===== config.mk =====
export PLATFORM = sky130hd
export DESIGN_NAME = scan_chain_ctrl
export DESIGN_NICKNAME = d
export VERILOG_FILES = /design/src/rtl/scan_chain_ctrl.sv
export SDC_FILE = /design/constraint.sdc
export NUM_CORES = 1
export LEC_CHECK = 0
export ABC_AREA = 1
export BUFFER_PORTS_ARGS = -buffer_cell sky130_fd_sc_hd__buf_2
export CAP_MARGIN = 20
export CORE_MARGIN = 2
export CORE_UTILIZATION = 30
export DETAILED_ROUTE_END_ITERATION = 8
export GPL_TIMING_DRIVEN = 0
export MAX_ROUTING_LAYER = met4
export PLACE_DENSITY = 0.44
export SETUP_SLACK_MARGIN = 0.4
export SYNTH_ARGS = -nofsm -noshare
export SYNTH_HDL_FRONTEND = slang
export SYNTH_SLANG_ARGS = --single-unit

===== constraint.sdc =====
create_clock -name CK -period 1.9 [get_ports CK]
set_input_delay 0.095 -clock CK [delete_from_list [all_inputs] [get_ports CK]]
set_output_delay 0.095 -clock CK [all_outputs]
set_load 0.05 [all_outputs]

===== src/rtl/scan_chain_ctrl.sv =====
// Scan sequencer for an SDFF_X1 chain: serial load, one capture cycle, serial unload.
// Optional expected-response compare is built when SCAN_CMP_EN is defined.
module scan_chain_ctrl #(
  parameter int CHAIN_LEN = 8,
  parameter int CNT_W     = 4
) (
  input  logic                 CK,
  input  logic                 RST,
  input  logic                 START,
  input  logic [CHAIN_LEN-1:0] PAT_IN,
  input  logic                 SO,
  output logic                 SE,
  output logic                 SI,
  output logic [CHAIN_LEN-1:0] RESP_OUT,
  output logic                 BUSY,
  output logic                 DONE
`ifdef SCAN_CMP_EN
  ,
  input  logic [CHAIN_LEN-1:0] EXP_IN,
  output logic                 MISMATCH
`endif
);

  localparam int              ACC_W    = CHAIN_LEN - 1;
  localparam logic [CNT_W-1:0] CNT_LAST = CNT_W'(CHAIN_LEN - 1);

  typedef enum logic [1:0] {S_IDLE, S_SHIFT, S_CAPTURE, S_UNLOAD} state_t;

  state_t               state_q, state_d;
  logic [CNT_W-1:0]     cnt_q, cnt_d;
  logic [ACC_W-1:0]     pat_q, pat_d;   // pattern bits 1..N-1 still to be sent
  logic [ACC_W-1:0]     acc_q, acc_d;   // first N-1 unloaded bits
  logic                 se_q, se_d;
  logic                 si_q, si_d;
  logic                 busy_q, busy_d;
  logic                 done_q, done_d;
  logic [CHAIN_LEN-1:0] resp_q, resp_d;
  logic [CHAIN_LEN-1:0] unload_word;

`ifdef SCAN_CMP_EN
  logic [CHAIN_LEN-1:0] exp_q, exp_d;
  logic                 mis_q, mis_d;
`endif

  // The last unload edge completes the word with the live SO bit.
  assign unload_word = {SO, acc_q};

  always_ff @(posedge CK or posedge RST) begin
    if (RST) begin
      state_q <= S_IDLE;
      cnt_q   <= '0;
      pat_q   <= '0;
      acc_q   <= '0;
      se_q    <= 1'b0;
      si_q    <= 1'b0;
      busy_q  <= 1'b0;
      done_q  <= 1'b0;
      resp_q  <= '0;
`ifdef SCAN_CMP_EN
      exp_q   <= '0;
      mis_q   <= 1'b0;
`endif
    end else begin
      state_q <= state_d;
      cnt_q   <= cnt_d;
      pat_q   <= pat_d;
      acc_q   <= acc_d;
      se_q    <= se_d;
      si_q    <= si_d;
      busy_q  <= busy_d;
      done_q  <= done_d;
      resp_q  <= resp_d;
`ifdef SCAN_CMP_EN
      exp_q   <= exp_d;
      mis_q   <= mis_d;
`endif
    end
  end

  always_comb begin
    state_d = state_q;
    cnt_d   = cnt_q;
    pat_d   = pat_q;
    acc_d   = acc_q;
    se_d    = se_q;
    si_d    = si_q;
    busy_d  = busy_q;
    done_d  = 1'b0;
    resp_d  = resp_q;
`ifdef SCAN_CMP_EN
    exp_d   = exp_q;
    mis_d   = mis_q;
`endif
    case (state_q)
      S_IDLE: begin
        se_d   = 1'b0;
        si_d   = 1'b0;
        busy_d = 1'b0;
        if (START) begin
          state_d = S_SHIFT;
          pat_d   = PAT_IN[CHAIN_LEN-1:1];
          si_d    = PAT_IN[0];
          se_d    = 1'b1;
          busy_d  = 1'b1;
          cnt_d   = '0;
`ifdef SCAN_CMP_EN
          exp_d   = EXP_IN;
`endif
        end
      end
      S_SHIFT: begin
        if (cnt_q == CNT_LAST) begin
          state_d = S_CAPTURE;
          se_d    = 1'b0;
          si_d    = 1'b0;
        end else begin
          si_d  = pat_q[0];
          pat_d = pat_q >> 1;
          cnt_d = cnt_q + CNT_W'(1);
        end
      end
      S_CAPTURE: begin
        state_d = S_UNLOAD;
        se_d    = 1'b1;
        cnt_d   = '0;
      end
      S_UNLOAD: begin
        if (cnt_q == CNT_LAST) begin
          state_d = S_IDLE;
          resp_d  = unload_word;
          done_d  = 1'b1;
          busy_d  = 1'b0;
          se_d    = 1'b0;
`ifdef SCAN_CMP_EN
          mis_d   = |(unload_word ^ exp_q);
`endif
        end else begin
          acc_d = ACC_W'(unload_word >> 1);
          cnt_d = cnt_q + CNT_W'(1);
        end
      end
      default: state_d = S_IDLE;
    endcase
  end

  assign SE       = se_q;
  assign SI       = si_q;
  assign RESP_OUT = resp_q;
  assign BUSY     = busy_q;
  assign DONE     = done_q;
`ifdef SCAN_CMP_EN
  assign MISMATCH = mis_q;
`endif

endmodule


==> run metrics <==
Crit. End Element=flop; Routed Antenna Nets=0; worst hold path type=in2reg; final period utilization=0.724; Slew Viols, Final=0; CP startpoint kind=flop; Hold Fails Final Rpt=0; number of CTS-inserted buffers=5; Post-synth EDFFs=0; YS warnings=0; worst skew pair latency=280 ps; Net Switching=1.21 mW; CTS sink cnt=32; P_leak=1.07 nW; First-pass DRT Iterations=4; GPL Wtd Cong=0.723; DP Wirelength=2310 um; global-route wire length before repair=approximately 5700 um; clk slew on worst S/H paths=70 ps; top cell type's share of synthesized area=0.503; post-synth cell types=19; VDD IR-drop max=696 uV; post-synthesis sequential area ratio=0.503; status=complete, no violations; area of the die=0.00591 mm^2; # IOs=24; Clock Tree Buf Depth=2; hold_ws=74.3 ps; Crit Path Category=reg2reg; share of cells above drive strength 1=0.293; Area Overhead vs Synth=26.4%; RSZ-0062 raised after global routing=false; post-layout min period=about 1400 ps; Cells after Synth=191; vias in the first global route=~1,200; Via density=approximately 4.2; CP required=2080 ps; drt total wl=3110 um; WL/cell=~11 um; slowest CP cell=dfrtp_1; CTS tree=built; delay of the slowest critical-path stage=400 ps; worst path bufs/invs=1; cell mode on critical path=nand2_2; Worst Skew=4.42 ps; number of cell rows=26; initial antenna violation count=0; Yosys top cell by area=dfrtp_1; syn nets=209; internal power=about 1.8 mW; largest net degree at the start of global routing=18; ant diodes=0; Die Wd=roughly 77 um; sw frac=0.397; Final nets=242; GRT overflow=0; core area=0.00511 mm^2; most frequent cell after synthesis=nand2_1; I/O Buffers=23; fillcell total=546; FFs w/ async S/R, synth=1.00; ranking of synthesized cells by area=dfrtp_1 50%, nand2_1 18%, ha_1 4.7%; maxcap violations=0; ys flop type=dfrtp_1; Residual DRC=0; syn_area_per_cell=between 8 and 9 um^2; Clock power frac=0.235; WP data arrival=around 1600 ps; setup TNS=0 ps; Yosys reg bits=32; Worst Tran Pin Value=between 700 and 800 ps; worst-path maximum fanout=10; Pwr Density=approximately 1500 mW/mm^2; synth cell count leaders=76 x nand2_1, 32 x dfrtp_1, 20 x inv_1; Initial Util=0.312; combinational share of power=0.420; H-tree levels=2; Root Driver=clkbuf_8; Slew Limit Headroom=0.496; CP delay by family, top=simple AND/OR/NAND/NOR gates; area of the mapped netlist=0.00159 mm^2; Tot Pwr=between 3 and 4 mW; Peak Freq=roughly 730 MHz; DR iter-0 viols=56; via count=1,252; power share of the sequential group=0.345; Die Y=roughly 77 um; All-Layer GR Usage=0.124; # setup viols final=0; critical path, cell by cell=ha_2 > nand2_2 > nor2_4 > nand2_4 > buf_6 > nand2_2 > o21ai_2
-- final cells by class --
cell class	count	area, um^2	area share
Sequential cell	32	803	0.399
Multi-Input combinational cell	136	719	0.357
Timing Repair Buffer	26	160	0.0796
Clock buffer	7	96.3	0.0479
Tap cell	70	87.6	0.0435
Inverter	20	78.8	0.0392
Buffer	3	37.5	0.0186
Clock inverter	1	30.0	0.0149
-- worst reg2reg max path, stage by stage (launching register included) --
cell	delay (ps)
dfrtp_1	400
ha_2	240
nand2_2	80
nor2_4	170
nand2_4	110
buf_6	170
nand2_2	60
o21ai_2	50
-- state kept, by name, summed over array words and instances, names as in the netlist --
name / cells
state_q: 2
RESP_OUT: 8
acc_q: 7
pat_q: 7
BUSY: 1
DONE: 1
SI: 1
cnt_q: 4
SE: 1
-- per-layer routing --
metal	wire [um]	global-route usage
met4	48	0.0436
met2	1350	0.184
met5	0	-
met1	1560	0.163
met3	152	0.0353
-- kinds of logic after synthesis --
group,Yosys count,share of synthesized area
and+or+nand+nor,114,0.319
DFF,32,0.503
buffers and inverters,23,0.0644
AOI/OAI and AO/OA,16,0.0668
adders and majority gates,6,0.0471
-- per-stage QoR --
stage / instance area [um^2] / worst slack, ps / std cells / util
5_1_grt: 2010 / 403 / 295 / 0.394
4_1_cts: 1970 / 422 / 294 / 0.385
2_1_floorplan: 1590 / 573 / 191 / -
6_report: 2010 / 523 / 295 / 0.394
3_5_place_dp: 1820 / 329 / 285 / 0.357
3_3_place_gp: 1800 / 328 / 284 / 0.352
-- cell usage in the layout (no fill, tap or decap), drive strengths merged --
cell,instances
a21oi,1
buf,28
bufinv,1
clkbuf,7
clkinvlp,1
dfrtp,32
dlygate4sd3,1
ha,6
inv,19
nand2,83
nand3,13
nand4,2
nor2,14
nor3,1
o21ai,15
or2,1
-- power by group through the flow --
stage / logic (mW) / clock network, mW / registers, mW
floorplan: 0.837 / 0 / 1.15
global placement: 1.20 / 0 / 1.05
detailed placement: 1.20 / 0 / 1.05
CTS: 1.22 / 0.747 / 1.04
global route: 1.50 / 0.771 / 1.08
finish: 1.28 / 0.717 / 1.05
-- final timing paths --
check	from	end	slack [ps]	cells after the start
worst max-delay path	cnt_q[0]	RESP_OUT[2]	520	7
worst min-delay path	PAT_IN[7]	pat_q[6]	70	3
worst max register to register	cnt_q[0]	RESP_OUT[2]	520	7
worst min register to register	pat_q[4]	pat_q[4]	470	2
max in group asynchronous	RST	state_q[0]	860	4
min in group asynchronous	RST	RESP_OUT[1]	490	3
-- what timing repair did --
| action | CTS | global route |
|---|---|---|
| endpoints found under the setup margin | 13 | 18 |
| hold buffers | 1 | 0 |
| setup buffers | 0 | 1 |
| endpoints found under the hold margin | 16 | 0 |
| resized for setup | 4 | 13 |
| pin swaps | 0 | 3 |
Note: power is estimated with default switching activity, not from simulation.
